`src/rtl/noise_pkg.sv`:
```
// ---------------------------------------------------------------------------
// noise_pkg
// Shared definitions for the noise generator / noise monitor pair.
//   state_e              : monitor FSM states (IDLE, MEASURE, REPORT)
//   DEFAULT_LANES        : default number of observed noise lanes
//   DEFAULT_WINDOW_LOG2  : default log2 of the measurement window
//   expected_count()     : frequency code (0..256 per 256) -> expected ones in
//                          a window of 2^window_log2 samples
// ---------------------------------------------------------------------------
package noise_pkg;

  typedef enum logic [1:0] {
    IDLE    = 2'd0,
    MEASURE = 2'd1,
    REPORT  = 2'd2
  } state_e;

  localparam int DEFAULT_LANES       = 8;
  localparam int DEFAULT_WINDOW_LOG2 = 8;

  // Same probability mapping the generator uses: a frequency code f means
  // f/256 probability per sample, so the expected count is f*2^W/256.
  function automatic int expected_count(input int freq, input int window_log2);
    return (freq << window_log2) >> 8;
  endfunction

endpackage

```
`src/rtl/noise_monitor_if.sv`:
```
// ---------------------------------------------------------------------------
// noise_monitor_if
// Result channel of the noise monitor.
//   res_valid / res_ready : handshake. A transfer happens on a posedge where
//                           both are high. Once res_valid rises, it and all
//                           payload fields hold stable until that transfer.
//   res_lane              : lane index of the presented result
//   res_count             : number of ones seen on res_lane in the window
//   res_last              : high with the final lane's result
//   res_flag              : (NOISE_MONITOR_THRESH_EN only) count outside
//                           exp_count +/- tol
// Modports: master = monitor side, slave = consumer side.
// ---------------------------------------------------------------------------
interface noise_monitor_if #(
  parameter int LANES = 8,
  parameter int CNT_W = 9
);
  localparam int LANE_W = (LANES > 1) ? $clog2(LANES) : 1;

  logic              res_valid;
  logic              res_ready;
  logic [LANE_W-1:0] res_lane;
  logic [CNT_W-1:0]  res_count;
  logic              res_last;
`ifdef NOISE_MONITOR_THRESH_EN
  logic              res_flag;

  modport master (output res_valid, res_lane, res_count, res_last, res_flag,
                  input  res_ready);
  modport slave  (input  res_valid, res_lane, res_count, res_last, res_flag,
                  output res_ready);
`else
  modport master (output res_valid, res_lane, res_count, res_last,
                  input  res_ready);
  modport slave  (input  res_valid, res_lane, res_count, res_last,
                  output res_ready);
`endif

endinterface

```
`src/rtl/noise_lane_counter.sv`:
```
// ---------------------------------------------------------------------------
// noise_lane_counter
// Per-lane ones counter. Clear has priority over increment. The width is
// chosen by the parent to hold the full window count, so it never wraps.
//   clk, rst  : clock, asynchronous active-high reset
//   clear_i   : synchronous clear
//   inc_i     : add one this cycle
//   count_o   : current count
// ---------------------------------------------------------------------------
module noise_lane_counter #(
  parameter int CNT_W = 9
) (
  input  logic             clk,
  input  logic             rst,
  input  logic             clear_i,
  input  logic             inc_i,
  output logic [CNT_W-1:0] count_o
);

  logic [CNT_W-1:0] count_q;

  always_ff @(posedge clk or posedge rst) begin
    if (rst) begin
      count_q <= '0;
    end else if (clear_i) begin
      count_q <= '0;
    end else if (inc_i) begin
      count_q <= count_q + CNT_W'(1);
    end
  end

  assign count_o = count_q;

endmodule

```
`src/rtl/noise_monitor.sv`:
```
// ---------------------------------------------------------------------------
// noise_monitor
// Counts ones per noise lane over a window of 2^WINDOW_LOG2 accepted samples,
// then reports each lane's count in order over a valid/ready channel.
// Optional macro: NOISE_MONITOR_THRESH_EN adds exp_count/tol inputs and a
// res_flag output that marks results with |res_count - exp_count| > tol.
// Ports:
//   clk, rst   : clock, asynchronous active-high reset
//   start      : begin a measurement (only honoured in IDLE)
//   sample_en  : noise_in is counted on this cycle
//   noise_in   : one noise bit per lane
//   busy       : high in MEASURE and REPORT
//   state_o    : current FSM state (debug)
//   exp_count, tol : threshold compare inputs (macro only)
//   res        : result channel (noise_monitor_if.master)
// ---------------------------------------------------------------------------
module noise_monitor
  import noise_pkg::*;
#(
  parameter int LANES       = DEFAULT_LANES,
  parameter int WINDOW_LOG2 = DEFAULT_WINDOW_LOG2,
  parameter int CNT_W       = WINDOW_LOG2 + 1
) (
  input  logic             clk,
  input  logic             rst,
  input  logic             start,
  input  logic             sample_en,
  input  logic [LANES-1:0] noise_in,
  output logic             busy,
  output state_e           state_o,
`ifdef NOISE_MONITOR_THRESH_EN
  input  logic [CNT_W-1:0] exp_count,
  input  logic [CNT_W-1:0] tol,
`endif
  noise_monitor_if.master  res
);

  localparam int LANE_W = (LANES > 1) ? $clog2(LANES) : 1;
  localparam logic [LANE_W-1:0] LAST_LANE = LANE_W'(LANES - 1);

  state_e                 state_q;
  logic [WINDOW_LOG2-1:0] sample_cnt_q;
  logic [LANE_W-1:0]      ptr_q;
  logic                   valid_q;

  logic                   clear_all;
  logic                   inc_en;
  logic [CNT_W-1:0]       lane_cnt [LANES];

  assign clear_all = (state_q == IDLE) && start;
  assign inc_en    = (state_q == MEASURE) && sample_en;

  for (genvar i = 0; i < LANES; i++) begin : g_lane
    noise_lane_counter #(.CNT_W(CNT_W)) u_cnt (
      .clk     (clk),
      .rst     (rst),
      .clear_i (clear_all),
      .inc_i   (inc_en && noise_in[i]),
      .count_o (lane_cnt[i])
    );
  end

  // The sample counter runs through all 2^WINDOW_LOG2 values; the sample
  // accepted while it is all-ones is the last one of the window, and the
  // counter wraps back to zero on that same edge.
  always_ff @(posedge clk or posedge rst) begin
    if (rst) begin
      state_q      <= IDLE;
      sample_cnt_q <= '0;
      ptr_q        <= '0;
      valid_q      <= 1'b0;
    end else begin
      case (state_q)
        IDLE: begin
          if (start) begin
            state_q      <= MEASURE;
            sample_cnt_q <= '0;
          end
        end
        MEASURE: begin
          if (sample_en) begin
            sample_cnt_q <= sample_cnt_q + WINDOW_LOG2'(1);
            if (&sample_cnt_q) begin
              state_q <= REPORT;
              valid_q <= 1'b1;
              ptr_q   <= '0;
            end
          end
        end
        REPORT: begin
          if (res.res_ready) begin
            if (ptr_q == LAST_LANE) begin
              state_q <= IDLE;
              valid_q <= 1'b0;
              ptr_q   <= '0;
            end else begin
              ptr_q <= ptr_q + LANE_W'(1);
            end
          end
        end
        default: begin
          state_q <= IDLE;
          valid_q <= 1'b0;
          ptr_q   <= '0;
        end
      endcase
    end
  end

  // Payload is a mux of registers that only change on a transfer (pointer)
  // or outside REPORT (counters), so it holds stable while stalled.
  assign busy          = (state_q != IDLE);
  assign state_o       = state_q;
  assign res.res_valid = valid_q;
  assign res.res_lane  = ptr_q;
  assign res.res_count = lane_cnt[ptr_q];
  assign res.res_last  = valid_q && (ptr_q == LAST_LANE);

`ifdef NOISE_MONITOR_THRESH_EN
  // One extra bit keeps the subtraction from wrapping.
  logic [CNT_W:0] abs_diff;

  always_comb begin
    abs_diff = '0;
    if (res.res_count >= exp_count) begin
      abs_diff = {1'b0, res.res_count} - {1'b0, exp_count};
    end else begin
      abs_diff = {1'b0, exp_count} - {1'b0, res.res_count};
    end
  end

  assign res.res_flag = valid_q && (abs_diff > {1'b0, tol});
`endif

endmodule

```
`src/flat_wrapper.sv`:
```
// flat-port wrapper written by rule: the top's interface ports become plain ports
module noise_monitor_flat import noise_pkg::*;
#(
  parameter int LANES       = DEFAULT_LANES,
  parameter int WINDOW_LOG2 = DEFAULT_WINDOW_LOG2,
  parameter int CNT_W       = WINDOW_LOG2 + 1
)
  (clk, rst, start, sample_en, noise_in, busy, state_o, res_res_valid, res_res_lane, res_res_count, res_res_last, res_res_ready);
  noise_monitor_if #(.LANES(LANES), .CNT_W(CNT_W)) res_i ();
  input  logic clk;
  input  logic rst;
  input  logic start;
  input  logic sample_en;
  input  logic [LANES-1:0] noise_in;
  output logic busy;
  output state_e state_o;
  output wire logic [$bits(res_i.res_valid)-1:0] res_res_valid;
  output wire logic [$bits(res_i.res_lane)-1:0] res_res_lane;
  output wire logic [$bits(res_i.res_count)-1:0] res_res_count;
  output wire logic [$bits(res_i.res_last)-1:0] res_res_last;
  input wire logic [$bits(res_i.res_ready)-1:0] res_res_ready;
  assign res_res_valid = res_i.res_valid;
  assign res_res_lane = res_i.res_lane;
  assign res_res_count = res_i.res_count;
  assign res_res_last = res_i.res_last;
  assign res_i.res_ready = res_res_ready;
  noise_monitor #(.LANES(LANES), .WINDOW_LOG2(WINDOW_LOG2), .CNT_W(CNT_W)) u_core (.clk(clk), .rst(rst), .start(start), .sample_en(sample_en), .noise_in(noise_in), .busy(busy), .state_o(state_o), .res(res_i));
endmodule
```
`config.mk`:
```
export PLATFORM = sky130hd
export DESIGN_NAME = noise_monitor_flat
export DESIGN_NICKNAME = d
export VERILOG_FILES = /design/src/rtl/noise_pkg.sv /design/src/rtl/noise_monitor_if.sv /design/src/rtl/noise_lane_counter.sv /design/src/rtl/noise_monitor.sv /design/src/flat_wrapper.sv
export SDC_FILE = /design/constraint.sdc
export NUM_CORES = 1
export LEC_CHECK = 0
export CAP_MARGIN = 15
export CORE_MARGIN = 4
export CORE_UTILIZATION = 40
export CTS_CLUSTER_SIZE = 20
export DETAILED_ROUTE_END_ITERATION = 10
export SYNTH_ARGS = -nofsm -noshare
export SYNTH_HDL_FRONTEND = slang
export SYNTH_SLANG_ARGS = --single-unit
```
`constraint.sdc`:
```
create_clock -name clk -period 3.65 [get_ports clk]
set_clock_uncertainty 0.05 [all_clocks]
set_input_delay 1.095 -clock clk [delete_from_list [all_inputs] [get_ports clk]]
set_output_delay 1.095 -clock clk [all_outputs]
set_load 0.01 [all_outputs]
```
==> qor.csv, run 1 <==
stage,metric,value,unit
outcome,status,"finished, final reports clean",
critical_path,critical path class,flip-flop to primary output,
grt,first-pass GRT wire length,21500,µm
place,HPWL Detailed,8410,µm
timing,Final Worst Setup Slack,0.160,ns
synth,Synth warnings,0,
pwr,leakage,2.20,nW
die,die area,14500,µm²
synth,Mapped Cells,481,
synth,Synth top area share,42.6,%
synth,async set-reset flop share out of synthesis,100,%
pwr,PD cells,567,nW/µm²
critical_path,CP Cell Sequence,"buf_12, mux4_2, mux2_2, clkdlybuf4s50_1",
die,Rows,40,
clocking,CTS H-tree lvls,3,
critical_path,CP required,2.50,ns
critical_path,crit end category,primary output,
timing,crit path time final,3.49,ns
timing,max frequency,0.287,GHz
place,RD Place Congestion,0.811,
synth,"Cell Area, Synth",5050,µm²
place,Buffers on Ports,29,
synth,Synth Area in Compound Gates,13.4,%
timing,unrepaired setup endpoints after global routing,false,
synth,largest family of logic cells by synthesized area,simple AND/OR/NAND/NOR gates,
timing,setup TNS,0,ns
synth,Synth Net Count,505,
synth,Synth Flop Type,dfrtp_1,
critical_path,"Arr. time, crit path",2.34,ns
timing,final setup vio count,0,
synth,Post-synth EDFFs,0,
route,post-route ant nets,0,
route,drt first pass iters,7,
grt,met2 usage,28.3,%
clocking,clk_lat worst skew,0.35,ns
route,Initial DRC Count,323,
route,total detailed-routing wirelength,12600,µm
synth,library cells used by synthesis,45,
timing,final period utilization,95.6,%
grt,M1 GR Usage,26.8,%
clocking,CTS max path bufs,2,
route,Vias,3995,
route,vias per cell,5.90,
cells_and_area,Area Growth Syn to Fin,15.3,%
route,WL/cell,18.6,µm
synth,mux share of post-synthesis cell area,14.0,%
critical_path,slowest cell on the critical path,mux4_2,
cells_and_area,Antenna Cells,0,
grt,busiest layer in global routing,met2,
cells_and_area,design area,5820,µm²
clocking,CTS Buf Count,9,
flow_run,max_cap viols,0,
synth,XOR/XNOR Fraction of Synth Area,1.39,%
synth,largest cells by area after synthesis,"dfrtp_1 (43%), mux4_2 (8.0%), a21oi_1 (4.2%)",
synth,Synth area leader,dfrtp_1,
min_path,min-delay worst type,flip-flop to flip-flop,
die,io pins,30,
timing,fin. max-slew vios,0,
synth,simple-gate share of the synthesized area,20.7,%
place,DP Worst Slack,0.378,ns
die,Initial Util,41.5,%
cells_and_area,Final nets,528,
synth,post-synthesis adder-cell area fraction,2.73,%
grt,total track usage,18.8,%
clocking,clock transition at the registers of the reported paths,0.06,ns
timing,max_slew headroom,42.7,%
grt,GRT overflow,0,
pwr,Max IR drop VDD,282,µV
route,drt drc,0,
die,area of the core,12200,µm²
synth,Synth top cells by count,"dfrtp_1 (86), a21oi_1 (42), nand2_1 (42), nand3_1 (35), inv_1 (25)",
die,Die H,120,µm
grt,largest net degree at the start of global routing,87,
clocking,post-CTS setup buffers,0,
grt,vias in the first global route,4038,
clocking,cts repair resizes,0,
timing,Final Hold Viols,0,
clocking,CTS Hold Buffers Added,0,
die,Horiz. Die Dim,120,µm
synth,top-count cell post-synth,dfrtp_1,
synth,Yosys reg bits,86,
place,DP Area,5510,µm²
clocking,Root Buffer,clkbuf_16,
synth,syn avg cell area,10.5,µm²
critical_path,crit path max fanout,16,
grt,M3 GR Usage,5.66,%
cells_and_area,layout cells sized above 1,12.2,%
timing,Tightest Pin Transition,0.859,ns
critical_path,Slowest Stage Delay on Critical Path,0.51,ns
clocking,clock tree from TritonCTS,built,
critical_path,crit path launch type,flip-flop,
synth,register area share after synthesis,42.6,%
clocking,TritonCTS Sinks,86,
grt,initial antenna violation count,0,
==> critical path: cells and delay by family (launching register included) <==
kind | cells | cell delay (ns)
muxes | 2 | 0.81
buffers and inverters | 2 | 0.70
DFF | 1 | 0.50
==> sequential cells by signal, indices dropped and copies added, names as in the netlist <==
name / flops
u_core.sample_cnt_q: 8
u_core.g_lane.u_cnt.count_o: 72
u_core.res.res_valid: 1
u_core.state_o: 2
u_core.res.res_lane: 3
==> logic make-up after synthesis <==
group / after synthesis
AND/OR/NAND/NOR: 173
AO/OA/AOI/OAI: 106
XOR/XNOR: 8
adder cells (fa/ha/maj): 11
flip-flops: 86
multiplexers: 47
buffers and inverters: 50
==> power breakdown <==
part	internal, mW	switching [mW]
clock	0.596	0.394
combinational	0.381	0.374
sequential	1.20	0.359
==> final timing paths <==
kind                                                   start                                 to  slack, ns  depth (start not counted)
max                                   u_core.res.res_lane[1]                   res_res_count[1]       0.16                          4
min                        u_core.g_lane[4].u_cnt.count_o[8]  u_core.g_lane[4].u_cnt.count_o[8]       0.44                          1
max reg2reg                                u_core.state_o[1]  u_core.g_lane[5].u_cnt.count_o[4]       1.52                          3
min reg2reg                u_core.g_lane[4].u_cnt.count_o[8]  u_core.g_lane[4].u_cnt.count_o[8]       0.44                          1
max in group asynchronous                                rst  u_core.g_lane[0].u_cnt.count_o[7]       2.03                          3
min in group asynchronous                                rst             u_core.sample_cnt_q[7]       1.09                          3
==> layout by cell type (no fill, tap or decap), drive strengths merged, types with 9 or more instances in the layout <==
master and count:
o21ai 16, mux2i 19, inv 24, clkbuf 9, or3 13, ha 11, nand4b 9, clkdlybuf4s50 29
o31ai 23, nand2 42, mux2 10, or4 20, nand4 10, a21oi 42, nor3 9, nor4 9
mux4 18, dfrtp 86, nand3 35, nor2 9
==> per-stage QoR <==
step | std cells | util (%) | total power, mW | hold slack [ns]
6_report | 677 | 47.9 | 3.30 | 0.443
5_1_grt | 677 | 47.9 | 3.53 | 0.472
4_1_cts | 677 | 47.9 | 3.32 | 0.441
3_5_place_dp | 661 | 45.3 | 2.32 | 0.424
3_3_place_gp | 661 | 45.3 | 2.28 | 0.412
2_1_floorplan | 481 | - | 2.01 | 0.393
==> area by class of cell <==
cell class / count / area (µm²)
clock buffer: 9 / 225
sequential: 86 / 2150
inverter: 25 / 95.1
fill: 1124 / 6340
tap: 168 / 210
timing repair buffer: 37 / 400
clock inverter: 7 / 88.8
multi-input combinational: 345 / 2650
==> routing by layer <==
metal	vias to the layer above	wire, µm	share of wire (%)
met1	2020	5950	47
li1	1887	-	-
met5	-	0	0
met4	0	72	0.57
met3	7	704	5.6
met2	81	5860	47
(Power assumes the default switching activity.)
==> inputs of run 2 (changes only) <==
clock period = 3.85 ns   (was 3.65 ns; I/O delays follow)
==> qor.csv, run 2 (synthesized netlist as in run 1, its figures left out) <==
stage,metric,value,unit,change
flow_run,max_cap viols,0,,unchanged
outcome,status,"finished, final reports clean",,unchanged
critical_path,"Arr. time, crit path",2.39,ns,was 2.34 ns
timing,Final Hold Viols,0,,unchanged
grt,vias in the first global route,3799,,was 4038
clocking,TritonCTS Sinks,86,,unchanged
pwr,leakage,2.19,nW,was 2.20 nW
critical_path,crit path launch type,flip-flop,,unchanged
route,vias per cell,5.89,,was 5.90
place,placed cell count,662,,was 661
clocking,CTS Buf Count,9,,unchanged
clocking,CTS max path bufs,2,,unchanged
clocking,Root Buffer,clkbuf_16,,unchanged
timing,unrepaired setup endpoints after global routing,false,,unchanged
grt,GRT overflow,0,,unchanged
pwr,total power,3.12,mW,was 3.30 mW
critical_path,Top Family by Delay on Critical Path,multiplexers,,unchanged
route,Vias,3993,,was 3995
timing,final setup vio count,0,,unchanged
min_path,min-delay worst type,flip-flop to flip-flop,,unchanged
cells_and_area,max reg flops,72,,unchanged
die,area of the core,12200,µm²,unchanged
clocking,cts repair resizes,0,,unchanged
die,die area,14500,µm²,unchanged
critical_path,slowest cell on the critical path,mux4_2,,unchanged
critical_path,critical path class,flip-flop to primary output,,unchanged
route,drt first pass iters,7,,unchanged
timing,final period utilization,93.4,%,
timing,max frequency,0.278,GHz,
clocking,clock transition at the registers of the reported paths,0.06,ns,about the same
grt,initial antenna violation count,0,,unchanged
clocking,post-CTS setup buffers,0,,unchanged
die,Horiz. Die Dim,120,µm,unchanged
cells_and_area,final non-filler cell total,678,,was 677
clocking,clock tree from TritonCTS,built,,unchanged
timing,fin. max-slew vios,0,,unchanged
grt,largest net degree at the start of global routing,51,,was 87
critical_path,CP Cell Sequence,"buf_4, mux4_2, mux2_2, clkdlybuf4s50_1",,"was buf_12, mux4_2, mux2_2, clkdlybuf4s50_1"
critical_path,Slowest Stage Delay on Critical Path,0.53,ns,was 0.51 ns
critical_path,crit path max fanout,18,,was 16
clocking,CTS Hold Buffers Added,0,,unchanged
pwr,PD cells,539,nW/µm²,was 567 nW/µm²
grt,total track usage,18.1,%,was 18.8%
critical_path,crit path buf inv count,2,,unchanged
clocking,CTS H-tree lvls,3,,unchanged
cells_and_area,"commonest non-fill, non-tap cell in the layout",dfrtp_1,,unchanged
place,HPWL Detailed,8800,µm,was 8410 µm
timing,Tightest Pin Transition,0.874,ns,was 0.859 ns
pwr,Max IR drop VDD,262,µV,was 282 µV
die,Rows,40,,unchanged
die,io pins,30,,unchanged
timing,max_slew headroom,41.7,%,was 42.7%
route,total detailed-routing wirelength,12600,µm,about the same
cells_and_area,final-layout fill cell count,1124,,unchanged
grt,first-pass GRT wire length,20900,µm,was 21500 µm
cells_and_area,Final nets,529,,was 528
route,WL/cell,18.6,µm,about the same
clocking,clk_lat worst skew,0.34,ns,was 0.35 ns
cells_and_area,Sequential cell area,2150,µm²,unchanged
critical_path,crit end category,primary output,,unchanged
route,drt drc,0,,unchanged
place,Buffers on Ports,29,,unchanged
cells_and_area,layout cells sized above 1,12.0,%,was 12.2%
critical_path,CP required,2.64,ns,was 2.50 ns
timing,setup TNS,0,ns,unchanged
timing,crit path time final,3.60,ns,
route,Initial DRC Count,310,,was 323
die,Initial Util,41.5,%,unchanged
cells_and_area,Antenna Cells,0,,unchanged
route,post-route ant nets,0,,unchanged
cells_and_area,Area Growth Syn to Fin,14.7,%,was 15.3%
cells_and_area,"commonest non-fill, non-tap cells in the layout","dfrtp_1 (86), a21oi_1 (42), nand2_1 (42), nand3_1 (35), clkdlybuf4s50_1 (29)",,unchanged
cells_and_area,"Core Util, Final",47.6,%,was 47.9%
place,RD Place Congestion,0.819,,was 0.811
cells_and_area,footprint of the multi-input gates,2650,µm²,unchanged
die,Die H,120,µm,unchanged
-- run 2: layer usage --
metal | GRT usage [%] | share of wire, %
met1 | 27.2 | 50
met2 | 27.0 | 45
met3 | 3.51 | 3.6
met4 | 4.18 | 1.0
met5 | 0 | 0
-- run 2: cell type report --
cell class | instances | area share, %
multi-input combinational | 345 | 45.8
clock buffer | 14 | 4.73
inverter | 25 | 1.64
timing repair buffer | 38 | 6.40
sequential | 86 | 37.2
tap | 168 | 3.63
clock inverter | 2 | 0.670
-- run 2: per-stage QoR --
stage / setup slack (ns) / instance area [µm²] / hold slack (ns)
floorplan: 0.423 / 5050 / 0.393
global placement: 0.628 / 5480 / 0.429
detailed placement: 0.589 / 5480 / 0.455
CTS: 0.223 / 5790 / 0.464
global route: 0.143 / 5790 / 0.502
finish: 0.255 / 5790 / 0.461
-- run 2: power breakdown --
part	total (mW)	internal (mW)	switching, mW
combinational	0.710	0.360	0.350
clock	0.917	0.558	0.359
sequential	1.49	1.13	0.359
total	3.12	2.05	1.07
-- run 2: final timing paths --
kind	end	cells after the start	start	slack, ns
worst max-delay path	res_res_count[2]	4	u_core.res.res_lane[0]	0.25
worst min-delay path	u_core.sample_cnt_q[6]	1	u_core.sample_cnt_q[6]	0.46
worst max register to register	u_core.g_lane[6].u_cnt.count_o[8]	3	u_core.state_o[1]	1.65
worst min register to register	u_core.sample_cnt_q[6]	1	u_core.sample_cnt_q[6]	0.46
max in group asynchronous	u_core.g_lane[6].u_cnt.count_o[8]	3	rst	1.96
min in group asynchronous	u_core.sample_cnt_q[2]	2	rst	1.12
==> inputs of run 3 (changes only) <==
CORE_MARGIN = not set   (was 4)
clock period = 3.3 ns   (was 3.85 ns; I/O delays follow)
==> qor.csv, run 3 (synthesized netlist as in run 1, its figures left out) <==
stage,metric,value,unit,change
outcome,status,"finished, final reports clean",,unchanged
critical_path,Worst setup startpoint,u_core.res.res_lane[0],,unchanged
place,Buffers on Ports,29,,unchanged
place,RD Place Congestion,0.823,,was 0.819
min_path,min-delay worst type,flip-flop to flip-flop,,unchanged
grt,M3 GR Usage,5.40,%,was 3.51%
die,Horiz. Die Dim,114,µm,was 120 µm
clocking,CTS Hold Buffers Added,0,,unchanged
grt,initial antenna violation count,0,,unchanged
grt,met2 usage,32.7,%,was 27.0%
timing,Final Hold Viols,0,,unchanged
clocking,CTS Buf Count,9,,unchanged
clocking,clock transition at the registers of the reported paths,0.06,ns,about the same
route,drt first pass iters,5,,was 7
critical_path,slowest cell on the critical path,mux4_2,,unchanged
grt,total track usage,21.2,%,was 18.1%
timing,unrepaired setup endpoints after global routing,false,,unchanged
timing,final setup vio count,0,,unchanged
flow_run,max_cap viols,0,,unchanged
die,io pins,30,,unchanged
cells_and_area,layout cells sized above 1,13.6,%,was 12.0%
clocking,Root Buffer,clkbuf_16,,unchanged
route,vias per cell,5.99,,was 5.89
grt,vias in the first global route,3985,,was 3799
critical_path,"Arr. time, crit path",2.17,ns,was 2.39 ns
timing,setup TNS,0,ns,unchanged
clocking,CTS max path bufs,2,,unchanged
timing,Tightest Pin Transition,0.824,ns,was 0.874 ns
clocking,clock tree from TritonCTS,built,,unchanged
critical_path,CP Cell Sequence,"clkbuf_16, buf_4, mux4_2, mux2_2, dlygate4sd2_1",,"was buf_4, mux4_2, mux2_2, clkdlybuf4s50_1"
timing,crit path time final,3.21,ns,
cells_and_area,Final nets,536,,was 529
die,Die H,114,µm,was 120 µm
clocking,TritonCTS Sinks,86,,unchanged
critical_path,crit end category,primary output,,unchanged
pwr,leakage,2.37,nW,was 2.19 nW
die,die area,13100,µm²,was 14500 µm²
timing,final period utilization,97.3,%,
critical_path,critical path class,flip-flop to primary output,,unchanged
min_path,worst hold path startpoint,u_core.g_lane[7].u_cnt.count_o[8],,was u_core.sample_cnt_q[6]
route,WL/cell,18.4,µm,was 18.6 µm
cells_and_area,Area Growth Syn to Fin,17.5,%,was 14.7%
die,Rows,40,,unchanged
cells_and_area,max reg flops,72,,unchanged
die,Initial Util,41.5,%,unchanged
critical_path,r2r startpoint,u_core.state_o[0],,was u_core.state_o[1]
grt,first-pass GRT wire length,21000,µm,was 20900 µm
cells_and_area,Antenna Cells,0,,unchanged
route,Initial DRC Count,259,,was 310
clocking,clk_lat worst skew,0.34,ns,about the same
grt,M1 GR Usage,29.5,%,was 27.2%
grt,GRT overflow,0,,unchanged
cells_and_area,"commonest non-fill, non-tap cells in the layout","dfrtp_1 (84), a21oi_1 (42), nand2_1 (42), nand3_1 (35), inv_1 (24)",,"was dfrtp_1 (86), a21oi_1 (42), nand2_1 (42), nand3_1 (35), clkdlybuf4s50_1 (29)"
pwr,total power,3.73,mW,was 3.12 mW
route,Vias,4094,,was 3993
route,drt drc,0,,unchanged
place,HPWL Detailed,8660,µm,was 8800 µm
critical_path,Slowest Stage Delay on Critical Path,0.49,ns,was 0.53 ns
route,post-route ant nets,0,,unchanged
pwr,Max IR drop VDD,456,µV,was 262 µV
critical_path,crit path launch type,flip-flop,,unchanged
grt,busiest layer in global routing,met2,,was met1
die,area of the core,12200,µm²,unchanged
critical_path,crit path max fanout,8,,was 18
timing,max_slew headroom,45.1,%,was 41.7%
route,total detailed-routing wirelength,12600,µm,about the same
cells_and_area,"commonest non-fill, non-tap cell in the layout",dfrtp_1,,unchanged
critical_path,CP required,2.26,ns,was 2.64 ns
timing,max frequency,0.311,GHz,
pwr,PD cells,628,nW/µm²,was 539 nW/µm²
timing,fin. max-slew vios,0,,unchanged
clocking,CTS H-tree lvls,3,,unchanged
grt,largest net degree at the start of global routing,51,,unchanged
[run 3: changes by cell type in the layout (fill, tap and decap cells not counted), sizes merged]
cell           change
clkdlybuf4s50      -9
clkbuf             -2
dlygate4sd2        +1
buf                +6
dlymetal6s2s       +8
bufinv             +2
[run 3: path summary, 6_finish.rpt]
| path | to | slack [ns] | depth (start not counted) |
|---|---|---|---|
| max | res_res_count[5] | 0.09 | 5 |
| min | u_core.g_lane[7].u_cnt.count_o[8] | 0.44 | 1 |
| max reg2reg | u_core.g_lane[4].u_cnt.count_o[4] | 1.21 | 5 |
| min reg2reg | u_core.g_lane[7].u_cnt.count_o[8] | 0.44 | 1 |
| max in group asynchronous | u_core.g_lane[3].u_cnt.count_o[6] | 1.58 | 3 |
| min in group asynchronous | u_core.sample_cnt_q[7] | 0.95 | 2 |
[run 3: what timing repair did]
action                     in CTS  in global routing
hold endpoints to repair        0                  0
cloned                          0                  1
setup endpoints to repair       9                  8
setup buffers                   1                  4
gates resized for setup         3                  8
[run 3: through the flow]
step	area, µm²	setup WS (ns)	hold WS, ns	std cells	util [%]
global route	5930	0.0372	0.456	684	48.8
global placement	5510	0.364	0.429	663	45.3
finish	5930	0.0895	0.441	684	48.8
detailed placement	5510	0.324	0.441	663	45.3
CTS	5860	0.00411	0.449	679	48.1
floorplan	5050	0.0382	0.393	481	-
[run 3: worst max-delay path: cells and delay by family, from the launching register on]
family	cells	cell delay, ns
DFF	1	0.46
muxes	2	0.78
buffers and inverters	3	0.59
[run 3: layout make-up]
cell class	instances	area [µm²]
Clock buffer	11	243
Inverter	25	95.1
Timing Repair Buffer	45	484
Multi-Input combinational cell	345	2650
Fill cell	1106	6230
Sequential cell	86	2150
Clock inverter	4	95.1
Tap cell	168	210
[run 3: power by group]
part,switching (mW),internal (mW),total [mW]
Sequential,0.409,1.32,1.73
Combinational,0.415,0.413,0.828
Clock,0.412,0.755,1.17
Total,1.24,2.49,3.73
[run 3: per-layer routing]
layer,vias up,routed length [µm]
met3,15,714
li1,1920,-
met4,0,187
met2,98,5830
met1,2061,5850
met5,-,0
